==> src/rtl/cascade_param_reader.sv <==
// Cascade parameter sequencer: walks the parameter RAM for one window, streams
// classifier words to the stage accumulator and resolves the pass/reject verdict.
module cascade_param_reader #(
  parameter int ADDR_W  = 12,
  parameter int MEM_LAT = 2
) (
  input  logic              clk_i,
  input  logic              rst_i,
  input  logic              start_i,
  output logic              busy_o,
  output logic              mem_rd_o,
  output logic [ADDR_W-1:0] mem_addr_o,
  input  logic [31:0]       mem_data_i,
  output logic              new_stage_o,
  output logic [31:0]       thresholds_o,
  output logic [1:0]        thresholds_type_o,
  output logic              thresholds_val_o,
  input  logic [31:0]       stage_sum_i,
  input  logic              stage_sum_val_i,
  output logic              done_o,
  output logic              pass_o,
  output logic [7:0]        fail_stage_o
);

  localparam logic [1:0] THRESHOLD = 2'd0;
  localparam logic [1:0] LEFT_VAL  = 2'd1;
  localparam logic [1:0] RIGHT_VAL = 2'd2;
  localparam int         LAT_W     = $clog2(MEM_LAT + 1);

  typedef enum logic [3:0] {
    IDLE, RD_S, RD_N, RD_STHR, NEWSTG, RD_T, RD_L, RD_R, WAIT_SUM, CHECK, FINISH
  } state_t;

  state_t           state;
  logic [LAT_W-1:0] wait_cnt;
  logic [7:0]       stages_left;
  logic [7:0]       stage_idx;
  logic [15:0]      cls_left;
  logic [31:0]      stage_thr;
  logic [31:0]      stage_sum;
  logic             data_rdy;
  logic             sum_ge_thr;

  // IEEE-754 single ordering without NaN/Inf; both zeros compare equal.
  function automatic logic f_ge(input logic [31:0] a, input logic [31:0] b);
    logic r;
    if (a[30:0] == 31'd0 && b[30:0] == 31'd0) r = 1'b1;
    else if (a[31] != b[31])                  r = b[31];
    else if (a[31])                           r = (a[30:0] <= b[30:0]);
    else                                      r = (a[30:0] >= b[30:0]);
    return r;
  endfunction

  // The read strobe marks the issue cycle, so the countdown starts one cycle later
  // and reaches zero exactly MEM_LAT cycles after the strobe.
  assign data_rdy   = !mem_rd_o && (wait_cnt == '0);
  assign sum_ge_thr = f_ge(stage_sum, stage_thr);

  always_ff @(posedge clk_i or posedge rst_i) begin
    if (rst_i) begin
      state             <= IDLE;
      wait_cnt          <= '0;
      stages_left       <= '0;
      stage_idx         <= '0;
      cls_left          <= '0;
      stage_thr         <= '0;
      stage_sum         <= '0;
      busy_o            <= 1'b0;
      mem_rd_o          <= 1'b0;
      mem_addr_o        <= '0;
      new_stage_o       <= 1'b0;
      thresholds_o      <= '0;
      thresholds_type_o <= '0;
      thresholds_val_o  <= 1'b0;
      done_o            <= 1'b0;
      pass_o            <= 1'b0;
      fail_stage_o      <= '0;
    end else begin
      // NOTE: pulse outputs default low here; later non-blocking assignments in the
      // case below override them, so the last assignment in program order wins.
      mem_rd_o         <= 1'b0;
      new_stage_o      <= 1'b0;
      thresholds_val_o <= 1'b0;
      done_o           <= 1'b0;

      if (mem_rd_o) begin
        mem_addr_o <= mem_addr_o + ADDR_W'(1);
        wait_cnt   <= LAT_W'(MEM_LAT - 1);
      end else if (wait_cnt != '0) begin
        wait_cnt <= wait_cnt - LAT_W'(1);
      end

      case (state)
        IDLE: if (start_i) begin
          busy_o       <= 1'b1;
          pass_o       <= 1'b0;
          fail_stage_o <= '0;
          stage_idx    <= '0;
          mem_addr_o   <= '0;
          mem_rd_o     <= 1'b1;
          state        <= RD_S;
        end
        RD_S: if (data_rdy) begin
          stages_left <= mem_data_i[7:0];
          if (mem_data_i[7:0] == 8'd0) begin
            pass_o <= 1'b1;
            done_o <= 1'b1;
            state  <= FINISH;
          end else begin
            mem_rd_o <= 1'b1;
            state    <= RD_N;
          end
        end
        RD_N: if (data_rdy) begin
          cls_left <= mem_data_i[15:0];
          mem_rd_o <= 1'b1;
          state    <= RD_STHR;
        end
        RD_STHR: if (data_rdy) begin
          stage_thr <= mem_data_i;
          state     <= NEWSTG;
        end
        NEWSTG: begin
          new_stage_o <= 1'b1;
          stage_sum   <= '0;
          if (cls_left == 16'd0) begin
            state <= CHECK;
          end else begin
            mem_rd_o <= 1'b1;
            state    <= RD_T;
          end
        end
        RD_T: if (data_rdy) begin
          thresholds_o      <= mem_data_i;
          thresholds_type_o <= THRESHOLD;
          thresholds_val_o  <= 1'b1;
          mem_rd_o          <= 1'b1;
          state             <= RD_L;
        end
        RD_L: if (data_rdy) begin
          thresholds_o      <= mem_data_i;
          thresholds_type_o <= LEFT_VAL;
          thresholds_val_o  <= 1'b1;
          mem_rd_o          <= 1'b1;
          state             <= RD_R;
        end
        RD_R: if (data_rdy) begin
          thresholds_o      <= mem_data_i;
          thresholds_type_o <= RIGHT_VAL;
          thresholds_val_o  <= 1'b1;
          state             <= WAIT_SUM;
        end
        WAIT_SUM: if (stage_sum_val_i) begin
          stage_sum <= stage_sum_i;
          cls_left  <= cls_left - 16'd1;
          if (cls_left == 16'd1) begin
            state <= CHECK;
          end else begin
            mem_rd_o <= 1'b1;
            state    <= RD_T;
          end
        end
        CHECK: begin
          if (!sum_ge_thr) begin
            pass_o       <= 1'b0;
            fail_stage_o <= stage_idx;
            done_o       <= 1'b1;
            state        <= FINISH;
          end else if (stages_left == 8'd1) begin
            pass_o       <= 1'b1;
            fail_stage_o <= '0;
            done_o       <= 1'b1;
            state        <= FINISH;
          end else begin
            stages_left <= stages_left - 8'd1;
            stage_idx   <= stage_idx + 8'd1;
            mem_rd_o    <= 1'b1;
            state       <= RD_N;
          end
        end
        FINISH: begin
          busy_o <= 1'b0;
          state  <= IDLE;
        end
        default: state <= IDLE;
      endcase
    end
  end

endmodule

==> config.mk <==
export PLATFORM = sky130hd
export DESIGN_NAME = cascade_param_reader
export DESIGN_NICKNAME = d
export VERILOG_FILES = /design/src/rtl/cascade_param_reader.sv
export SDC_FILE = /design/constraint.sdc
export NUM_CORES = 1
export LEC_CHECK = 0
export CAP_MARGIN = 20
export CORE_AREA = 2 2 122 124
export DETAILED_ROUTE_END_ITERATION = 6
export DIE_AREA = 0 0 124 126
export PLACE_DENSITY = 0.92
export SETUP_SLACK_MARGIN = 0.15
export SYNTH_ARGS = -nofsm -noshare
export SYNTH_HDL_FRONTEND = slang
export SYNTH_SLANG_ARGS = --single-unit
==> constraint.sdc <==
create_clock -name clk_i -period 10.1 [get_ports clk_i]
set_clock_uncertainty 0.15 [all_clocks]
set_input_delay 2.02 -clock clk_i [delete_from_list [all_inputs] [get_ports clk_i]]
set_output_delay 2.02 -clock clk_i [all_outputs]
set_load 0.05 [all_outputs]
; ---- Word-level counts from Yosys, hierarchy flattened
; Cells that the tools add are included.
[word_totals]
ff_bits = 162
latchBits = 0
ramBits = 0
romBits = 0
input_bits = 68
output_inout_bits = 60
wordCells = 147
n_memories = 0
[classes]
n_addsub = 5
multipliers = 0
n_div = 0
order_cmp = 2
n_eq_ne = 25
shifts = 0
muxes = 67
bitwise = 0
reduce_logical = 31
[op_table]
columns = operator, n
row1 = 8-bit two-way mux, 8
row2 = 32-bit one-hot mux with 2 select lines, 1
row3 = 31-bit logical NOT, 2
row4 = 4-bit two-way mux, 13
row5 = 8-bit one-hot mux with 2 select lines, 3
row6 = 4-bit one-hot mux with 10 select lines, 1
row7 = 12-bit two-way mux, 3
row8 = 16-bit two-way mux, 2
row9 = 32-bit two-way mux, 1
row10 = 16-bit one-hot mux with 2 select lines, 1
row11 = 31-bit >= comparator, 1
row12 = 31-bit less-or-equal comparator, 1
row13 = 1-bit two-way mux, 24
row14 = 2-bit inequality test (second input constant), 11
row15 = 16-bit by 1-bit equality test with 1-bit output (second input constant), 1
row16 = 4-bit by 3-bit equality test with 1-bit output (second input constant), 4
row17 = 16-bit logical NOT, 1
row18 = 16-bit by 1-bit subtractor with 16-bit output (second input constant), 1
row19 = 2-bit nonzero test, 7
row20 = 12-bit by 1-bit adder with 12-bit output (second input constant), 1
row21 = 4-bit equality test (second input constant), 3
row22 = 4-bit AND reduction, 3
row23 = 2-bit two-way mux, 5
row24 = 8-bit by 1-bit adder with 8-bit output (second input constant), 1
row25 = 22 further kinds, 31

; ---- Logic depth before layout (Yosys ltp)
; Gate-level depths: netlist (run 1).
[logic_depth]
word_depth = 6
mapped_depth = 12
ltp_nobuf = 10

; ---- Worst setup path before layout (run 1)
; Ideal clock, no wire load.
[synth_timing]
path_type = input to register
start = input stage_sum_val_i
end = register stage_sum[27]
setup_ns = 0.084
t_arrival_ns = 3.137
slack_ns = 6.729
cell_stages = 8
path_buffers = 1
path_cell_list = nand2_1 > nor2_1 > a21oi_1 > nor3_1 > a21oi_1 > clkbuf_1 > nand2_1 > o21ai_0
[synth_via]
elab_chain_cells = 2
[synth_rtl]
columns = element, line_no
row1 = "start, declared", 19  ; input logic stage_sum_val_i,
row2 = 2-bit inequality test (no source line), --
row3 = 2-bit AND reduction (no source line), --
row4 = "end signal, assigned", 154  ; stage_sum <= stage_sum_i;
row5 = "end, declared", 40  ; logic [31:0] stage_sum;
; Every way passes these cells.
; A chain may end at the register's enable or synchronous reset.

; ---- Final worst setup path (run 1)
[layout_timing]
start = register mem_rd_o
end = output mem_rd_o
[layout_lines]
columns = element, line_no
row1 = "start, declared", 11  ; output logic mem_rd_o,
row2 = "start signal, assigned", 69  ; mem_rd_o <= 1'b0;
row3 = "start signal, assigned", 81  ; mem_rd_o <= 1'b0;
row4 = "start signal, assigned", 100  ; mem_rd_o <= 1'b1;
; No word-level cell between the ends.

==> results.py, run 1 <==
metrics = {
    "sta": {
        "worstMarginPinSlew_ns": 1.04,
        "fin_tns_setup_ns": 0,
        "final-hold-violation-count": 0,
        "fin_crit_ns": 4.02,
        "fmax_ghz": 0.249,
        "slew_headroom_pct": 29.9,
        "maxSlewViolCount": 0,
        "fin_crit_sh_pct": 39.8,
        "setup_violations": 0,
        "setup_slack_ns": 6.08,
        "grt_setup_unrepaired": "false",
    },
    "cts": {
        "tritoncts": "built",
        "clk_path_buf_depth": 2,
        "htree_levels": 4,
        "postCtsSetupBuffers": 0,
        "cts_hold_buf": 0,
        "cts_resized": 0,
        "clkSinkCount": 162,
        "cts_buffers": 17,
        "root_buffer": "clkbuf_16",
        "clk_pin_slew_ns": 0.06,
        "clock_latency_ns": 0.43,
    },
    "logic_synthesis": {
        "syn_area_um2": 8080,
        "yosysMostFrequentCell": "dfrtp_1",
        "syn_area_per_cell_um2": 9.50,
        "synthFlopType": "dfrtp_1",
        "ys_async_sr_fraction_pct": 100,
        "ys_types": 55,
        "yosysTopAreaCell": "dfrtp_1",
        "synth_edf_count": 0,
        "synth-seq-cells": 162,
        "ys_top_cells_by_count": "dfrtp_1 (162), nand2_1 (146), o21ai_0 (102), a21oi_1 (51), nor2_1 (48)",
        "yosysSeqAreaShare_pct": 50.2,
        "synth_warnings": 0,
        "syn_nets": 956,
        "synth_top_area_share_pct": 50.2,
        "synthCells": 850,
        "yosys-top-cells-area": "dfrtp_1 (50%), nand2_1 (6.8%), o21ai_0 (6.3%)",
    },
    "routing": {
        "routed_via_density": 5.96,
        "wl_mm": 20.4,
        "drc": 0,
        "drt_iter0_markers": 664,
        "route.antenna.remaining_nets": 0,
        "drt-wirelength-per-cell_um": 17.5,
        "dr_total_vias": 6947,
        "drt_first_pass_iters": 5,
    },
    "setup_path": {
        "critPathTopFamily": "buffers and inverters",
        "critPathBufInv": 1,
        "cp-startpoint": "mem_rd_o$_DFF_PP0_",
        "crit_path_end_kind": "output port",
        "criticalPathCategory": "reg2out",
        "cp_cell_sequence": "clkdlybuf4s50_1",
        "rrSetupSlack_ns": 6.73,
        "critPathSlowestCell": "clkdlybuf4s50_1",
        "cpPeakStageDelay_ns": 0.87,
        "r2r_end": "stage_idx[7]$_DFFE_PP0P_",
        "cp_data_arrival_time_ns": 1.85,
        "reg2reg_depth": 9,
        "r2r-start": "stage_sum[29]$_DFFE_PP0P_",
        "crit_path_max_fanout": 11,
        "critPathRequiredTime_ns": 7.93,
        "start_kind": "register",
    },
    "global_routing": {
        "top_usage_layer": "met2",
        "grtUsageMet2_pct": 46.0,
        "antenna_found_initial": 0,
        "met3_usage_pct": 5.71,
        "grt_pass1_vias": 6811,
        "gr-total-overflow": 0,
        "grt_pass1_wl_mm": 33.3,
        "grt_max_degree": 87,
        "use_met1_pct": 34.0,
        "grt_use_total_pct": 27.2,
    },
    "flow_run": {
        "cap_violations": 0,
    },
    "placed_design": {
        "placedCellCount": 1131,
        "dp_hpwl_mm": 13.9,
        "place.port_buffers": 127,
        "gp_congestion": 0.882,
        "dp_slack_ns": 5.74,
        "dpl_cell_area_um2": 9520,
    },
    "hold_path": {
        "whs_path_depth": 1,
        "hold_class": "reg2reg",
        "hold_end": "fail_stage_o[6]$_DFFE_PP0P_",
        "min_from": "fail_stage_o[6]$_DFFE_PP0P_",
    },
    "pwr": {
        "powerDensity_nw_per_um2": 272,
        "peakVddDrop_mv": 0.166,
        "leakage_uw": 0.00436,
        "design_power_total_uw": 2770,
    },
    "layout": {
        "fillers": 1013,
        "instances_no_fill": 1165,
        "nNetsFinal": 1074,
        "final_cell_area_um2": 10200,
        "antenna_cells": 0,
        "area_delta_synth_final_pct": 26.3,
        "drive_gt1_share_pct": 9.58,
    },
    "floorplan": {
        "io_pins": 128,
        "start_util_pct": 56.4,
        "die-width_um": 124,
        "core_area_um2": 14300,
        "rows": 44,
        "dieArea_um2": 15600,
        "die_height_um": 126,
    },
    "outcome": {
        "status": "complete, no violations",
    },
}
[cell families (layout without fill, tap and decap cells)]
kind of cell | after synthesis | in the layout | share of synthesized area [%]
AO/OA/AOI/OAI | 208 | 208 | 15.1
XOR/XNOR | 13 | 13 | 1.41
adder cells (fa/ha/maj) | 38 | 38 | 5.89
buffers and inverters | 81 | 212 | 4.01
flip-flops | 162 | 162 | 50.2
multiplexers | 37 | 37 | 5.11
AND/OR/NAND/NOR | 311 | 311 | 18.3
[cells in the final DEF (no fill, tap or decap), drive strengths merged, types with 3 or more instances in the layout]
cell type / count
nor2: 49
mux2: 34
or2: 3
xor2: 11
nand3b: 3
dfrtp: 162
clkdlybuf4s50: 127
nor2b: 4
or4: 5
or3: 5
and3: 4
clkinv: 3
nand4: 16
a21oi: 52
buf: 7
nor4: 26
o22ai: 7
inv: 46
bufinv: 3
clkbuf: 24
mux2i: 3
a22o: 8
ha: 38
and2: 4
a31oi: 4
o21ai: 103
nand3: 18
nor3: 15
nand2: 146
o311ai: 4
o211ai: 6
nand2b: 12
a22oi: 5
[stage by stage]
stage	utilization (%)	hold WS, ns
2_1_floorplan	-	0.321
3_3_place_gp	66.3	0.332
3_5_place_dp	66.5	0.334
4_1_cts	70.9	0.351
5_1_grt	71.2	0.375
6_report	71.2	0.352
[how the worst max path moves through the flow]
stage | slack, ns | end | cells past startpoint
after CTS | 6.07 | mem_rd_o | 1
after global routing | 5.95 | stage_sum[11]$_DFFE_PP0P_ | 10
after floorplan | 3.55 | busy_o$_DFFE_PP0P_ | 1
after detailed placement | 5.74 | stage_sum[13]$_DFFE_PP0P_ | 9
after global placement | 5.53 | stage_sum[15]$_DFFE_PP0P_ | 8
final | 6.08 | mem_rd_o | 1
[metal layers]
| metal | routed length, µm | part of all wire (%) |
|---|---|---|
| met2 | 10300 | 50 |
| met1 | 8350 | 41 |
| met5 | 0 | 0 |
| met3 | 1220 | 6.0 |
| met4 | 566 | 2.8 |
[flip-flops by register name, summed over array words and instances, names as in the netlist, 4 cells and up]
name and count:
stage_thr 32, mem_addr_o 12, stages_left 8, stage_idx 8, stage_sum 32, cls_left 16, state 4, fail_stage_o 8
thresholds_o 32
[where the power goes]
part,switching [µW],internal (µW),leakage (µW)
Sequential,179,850,0.00208
Clock,259,421,0.000302
Combinational,667,397,0.00197
Total,1100,1670,0.00436
[area by class of cell]
cell class                      instances  area [µm²]  area share [%]
Tap cell                              184         230            2.26
Timing Repair Buffer                  134        1380            13.5
Inverter                               46         178            1.74
Sequential cell                       162        4050            39.8
Multi-Input combinational cell        607        3730            36.6
Clock buffer                           24         502            4.92
Clock inverter                          8         124            1.21
Power figures use the tool's default switching activity.
==> inputs of run 2 (changes only) <==
- CORE_AREA: 2 2 122 124 -> 2 2 126 128
- DIE_AREA: 0 0 124 126 -> 0 0 128 130
- PLACE_DENSITY: 0.92 -> 0.87
- clock period: 10.1 -> 3.9 ns (I/O delays scaled with it)
==> results.py, run 2 (synthesis gave the netlist of run 1 again) <==
metrics = {
    "outcome": {
        "status": "complete, no violations",
    },
    "placed_design": {
        "dp_hpwl_mm": 14.3,
        "gp_congestion": 0.873,
        "placedCellCount": 1142,
        "place.port_buffers": 127,
    },
    "sta": {
        "worstMarginPinSlew_ns": 1.00,
        "final-hold-violation-count": 0,
        "maxSlewViolCount": 0,
        "fin_crit_sh_pct": 84.2,
        "slew_headroom_pct": 32.6,
        "fin_tns_setup_ns": 0,
        "fmax_ghz": 0.305,
        "grt_setup_unrepaired": "false",
        "setup_violations": 0,
        "fin_crit_ns": 3.28,
    },
    "pwr": {
        "leakage_uw": 0.00434,
        "p_sw_uw": 2900,
        "peakVddDrop_mv": 0.447,
        "internal_power_uw": 4180,
        "switching_share_pct": 40.9,
        "p_clk_share_pct": 23.9,
        "comb_power_share_pct": 38.5,
        "p_seq_share_pct": 37.6,
        "powerDensity_nw_per_um2": 697,
    },
    "cts": {
        "tritoncts": "built",
        "clock_latency_ns": 0.44,
        "cts_resized": 0,
        "cts_hold_buf": 0,
        "clk_pin_slew_ns": 0.07,
        "cts_buffers": 17,
        "htree_levels": 4,
        "postCtsSetupBuffers": 0,
        "root_buffer": "clkbuf_16",
        "clkSinkCount": 162,
        "clk_path_buf_depth": 2,
    },
    "routing": {
        "drt_iter0_markers": 567,
        "dr_total_vias": 6908,
        "wl_mm": 20.1,
        "drc": 0,
        "drt-wirelength-per-cell_um": 17.1,
        "route.antenna.remaining_nets": 0,
        "drt_first_pass_iters": 5,
        "routed_via_density": 5.88,
    },
    "setup_path": {
        "critPathRequiredTime_ns": 4.08,
        "rrSetupSlack_ns": 0.62,
        "start_kind": "register",
        "crit_path_max_fanout": 23,
        "r2r-start": "stage_thr[26]$_DFFE_PP0P_",
        "reg2reg_depth": 10,
        "crit_path_end_kind": "register",
        "cp_data_arrival_time_ns": 3.47,
        "r2r_end": "stages_left[3]$_DFFE_PP0P_",
        "criticalPathCategory": "reg2reg",
    },
    "hold_path": {
        "whs_path_depth": 1,
        "hold_class": "reg2reg",
        "hold_end": "fail_stage_o[7]$_DFFE_PP0P_",
        "min_from": "fail_stage_o[7]$_DFFE_PP0P_",
    },
    "layout": {
        "instances_no_fill": 1174,
        "mostFrequentLayoutCell": "dfrtp_1",
        "area_delta_synth_final_pct": 25.9,
        "fillers": 1219,
        "reg.largest.list": "stage_sum x32, stage_thr x32, thresholds_o x32",
        "nNetsFinal": 1075,
        "final_util_pct": 65.9,
        "layout_common_cells": "dfrtp_1 (162), nand2_1 (146), clkdlybuf4s50_1 (127)",
        "drive_gt1_share_pct": 9.88,
        "antenna_cells": 0,
    },
    "global_routing": {
        "gr-total-overflow": 0,
        "grt_pass1_wl_mm": 33.3,
        "antenna_found_initial": 0,
        "grt_max_degree": 97,
        "grt_use_total_pct": 25.3,
        "grt_pass1_vias": 6718,
    },
    "floorplan": {
        "die-width_um": 128,
        "rows": 46,
        "dieArea_um2": 16600,
        "start_util_pct": 52.4,
        "io_pins": 128,
        "die_height_um": 130,
        "core_area_um2": 15400,
    },
    "flow_run": {
        "cap_violations": 0,
    },
}
[run 2: worst max-delay path: stages, from the launching register on]
cell and delay, ns:
dfrtp_1 0.37, inv_1 0.08, ha_1 0.32, nand4_1 0.15, nor4_2 0.38, nand4_2 0.21, a31oi_1 0.24, o211ai_2 0.16
o21ai_2 0.73, o211ai_1 0.24, o311ai_1 0.14
[run 2: power groups by stage]
stage | clock (µW) | sequential, µW | combinational, µW
3_3_place_gp | 0 | 2640 | 2630
5_1_grt | 1780 | 2720 | 2970
3_5_place_dp | 0 | 2670 | 2710
2_1_floorplan | 0 | 3160 | 1300
6_report | 1690 | 2660 | 2730
4_1_cts | 1710 | 2650 | 2730
[run 2: layout make-up]
cell class	count	area [µm²]	area share, %
sequential	162	4050	39.9
inverter	46	176	1.74
clock inverter	14	153	1.50
clock buffer	18	439	4.32
timing repair buffer	135	1370	13.5
multi-input combinational	607	3730	36.7
tap	192	240	2.36
[run 2: metrics by stage]
| stage | hold WS (ns) | power [µW] | instance area, µm² | setup WS [ns] |
|---|---|---|---|---|
| 2_1_floorplan | 0.321 | 4460 | 8080 | 0.913 |
| 3_3_place_gp | 0.334 | 5270 | 9570 | 0.910 |
| 3_5_place_dp | 0.344 | 5370 | 9570 | 0.771 |
| 4_1_cts | 0.358 | 7090 | 10200 | 0.659 |
| 5_1_grt | 0.370 | 7460 | 10200 | 0.404 |
| 6_report | 0.356 | 7080 | 10200 | 0.617 |
[run 2: per-layer routing]
layer | wire length [µm] | vias up | global-route usage [%]
met5 | 0 | - | 0
met4 | 585 | 0 | 9.57
met3 | 1190 | 54 | 5.37
met2 | 9800 | 261 | 42.7
met1 | 8550 | 3354 | 32.4
li1 | - | 3239 | -
[run 2: worst max path at each step]
stage | from | end | slack, ns | cells after the start
after floorplan | rst_i | busy_o$_DFFE_PP0P_ | 0.91 | 1
after global placement | stage_thr[26]$_DFFE_PP0P_ | stage_idx[5]$_DFFE_PP0P_ | 0.91 | 10
after detailed placement | stage_thr[26]$_DFFE_PP0P_ | stage_idx[3]$_DFFE_PP0P_ | 0.77 | 10
after CTS | stage_thr[26]$_DFFE_PP0P_ | stages_left[3]$_DFFE_PP0P_ | 0.66 | 10
after global routing | stage_thr[26]$_DFFE_PP0P_ | stages_left[3]$_DFFE_PP0P_ | 0.40 | 10
final | stage_thr[26]$_DFFE_PP0P_ | stages_left[3]$_DFFE_PP0P_ | 0.62 | 10
==> inputs of run 3 (changes only) <==
- clock period: 3.9 -> 3.4 ns (I/O delays scaled with it)
==> results.py, run 3 (synthesis gave the netlist of run 1 again) <==
metrics = {
    "setup_path": {
        "crit_path_max_fanout": 8,
        "critPathBufInv": 1,
        "critPathTopFamily": "simple AND/OR/NAND/NOR gates",
        "crit_path_end_kind": "register",
        "rrSetupSlack_ns": 0.31,
        "criticalPathCategory": "reg2reg",
        "cp_cell_sequence": "inv_1 > ha_1 > nand4_2 > nor4_4 > nand4_2 > a31oi_1 > o211ai_2 > or2_2 > nor2_2 > a22o_1",
        "critPathMostFrequentCell": "nand4_2",
        "critPathRequiredTime_ns": 3.61,
        "start_kind": "register",
        "cp_data_arrival_time_ns": 3.30,
        "critPathSlowestCell": "nor4_4",
        "cpPeakStageDelay_ns": 0.37,
    },
    "cts": {
        "clkSinkCount": 162,
        "root_buffer": "clkbuf_16",
        "htree_levels": 4,
        "tritoncts": "built",
        "clk_pin_slew_ns": 0.06,
        "cts_hold_buf": 0,
        "clock_latency_ns": 0.44,
        "clk_path_buf_depth": 2,
        "cts_buffers": 17,
    },
    "routing": {
        "drt_iter0_markers": 534,
        "drc": 0,
        "route.antenna.remaining_nets": 0,
        "drt_first_pass_iters": 5,
        "drt-wirelength-per-cell_um": 16.9,
        "routed_via_density": 5.84,
        "dr_total_vias": 6863,
        "wl_mm": 19.9,
    },
    "floorplan": {
        "rows": 46,
        "io_pins": 128,
        "die_height_um": 130,
        "start_util_pct": 52.4,
        "die-width_um": 128,
        "dieArea_um2": 16600,
        "core_area_um2": 15400,
    },
    "layout": {
        "antenna_cells": 0,
        "nNetsFinal": 1077,
        "drive_gt1_share_pct": 9.96,
        "area_delta_synth_final_pct": 26.0,
        "layout_common_cells": "dfrtp_1 (162), nand2_1 (146), clkdlybuf4s50_1 (127)",
        "mostFrequentLayoutCell": "dfrtp_1",
        "instances_no_fill": 1176,
        "reg.largest.list": "stage_sum x32, stage_thr x32, thresholds_o x32",
    },
    "sta": {
        "maxSlewViolCount": 0,
        "fin_crit_ns": 3.09,
        "fin_crit_sh_pct": 90.8,
        "fmax_ghz": 0.324,
        "slew_headroom_pct": 37.8,
        "setup_violations": 0,
        "fin_tns_setup_ns": 0,
        "worstMarginPinSlew_ns": 0.924,
        "final-hold-violation-count": 0,
        "grt_setup_unrepaired": "false",
    },
    "global_routing": {
        "grt_pass1_vias": 6698,
        "antenna_found_initial": 0,
        "grt_max_degree": 101,
        "grt_pass1_wl_mm": 33.3,
        "grt_use_total_pct": 25.3,
        "gr-total-overflow": 0,
    },
    "outcome": {
        "status": "complete, no violations",
    },
    "placed_design": {
        "gp_congestion": 0.890,
        "placedCellCount": 1144,
        "dp_hpwl_mm": 14.2,
        "place.port_buffers": 127,
    },
    "pwr": {
        "internal_power_uw": 4770,
        "leakage_uw": 0.00434,
        "peakVddDrop_mv": 0.560,
        "comb_power_share_pct": 39.3,
        "p_sw_uw": 3260,
        "powerDensity_nw_per_um2": 790,
        "p_seq_share_pct": 37.8,
        "p_clk_share_pct": 22.9,
        "switching_share_pct": 40.6,
    },
    "hold_path": {
        "hold_class": "reg2reg",
    },
    "flow_run": {
        "cap_violations": 0,
    },
}
## run 3: metal layers
layer,vias to the layer above,global-route usage (%),wire (µm)
met5,-,0,0
met4,0,10.5,565
met3,49,4.72,1200
met2,271,42.6,9750
met1,3307,32.4,8420
li1,3236,-,-
## run 3: final cells by class
class	instances	area, µm²
sequential	162	4050
tap	192	240
timing repair buffer	137	1380
clock buffer	23	488
multi-input combinational	607	3750
inverter	46	176
clock inverter	9	78.8
fill	1202	5250
## run 3: what timing repair did
action	in CTS	in global routing
setup buffers	0	0
setup endpoints to repair	0	15
endpoints found under the hold margin	0	0
resized for setup	0	3
## run 3: power groups by stage
stage	Sequential (µW)	Clock [µW]	Combinational, µW
2_1_floorplan	3630	0	1490
3_3_place_gp	3010	0	3040
3_5_place_dp	3040	0	3130
4_1_cts	3020	1860	3150
5_1_grt	3120	1940	3470
6_report	3030	1840	3160
## run 3: worst paths after layout
check                                       startpoint                           end  cells after the start
setup / recovery             stage_thr[29]$_DFFE_PP0P_   fail_stage_o[5]$_DFFE_PP0P_                     10
hold / removal             fail_stage_o[4]$_DFFE_PP0P_   fail_stage_o[4]$_DFFE_PP0P_                      1
setup reg to reg             stage_thr[29]$_DFFE_PP0P_   fail_stage_o[5]$_DFFE_PP0P_                     10
hold reg to reg            fail_stage_o[4]$_DFFE_PP0P_   fail_stage_o[4]$_DFFE_PP0P_                      1
max in group asynchronous                        rst_i  thresholds_o[11]$_DFFE_PP0P_                      3
min in group asynchronous                        rst_i   fail_stage_o[6]$_DFFE_PP0P_                      2
## run 3: per-stage QoR
step	cell area (µm²)	total power [µW]	hold slack, ns	util [%]	setup slack, ns
after floorplan	8080	5120	0.321	-	0.513
after global routing	10200	8530	0.371	66.0	0.129
after detailed placement	9590	6180	0.341	62.2	0.214
after global placement	9590	6050	0.335	62.2	0.370
final	10200	8040	0.350	66.0	0.312
after CTS	10200	8040	0.354	65.8	0.205
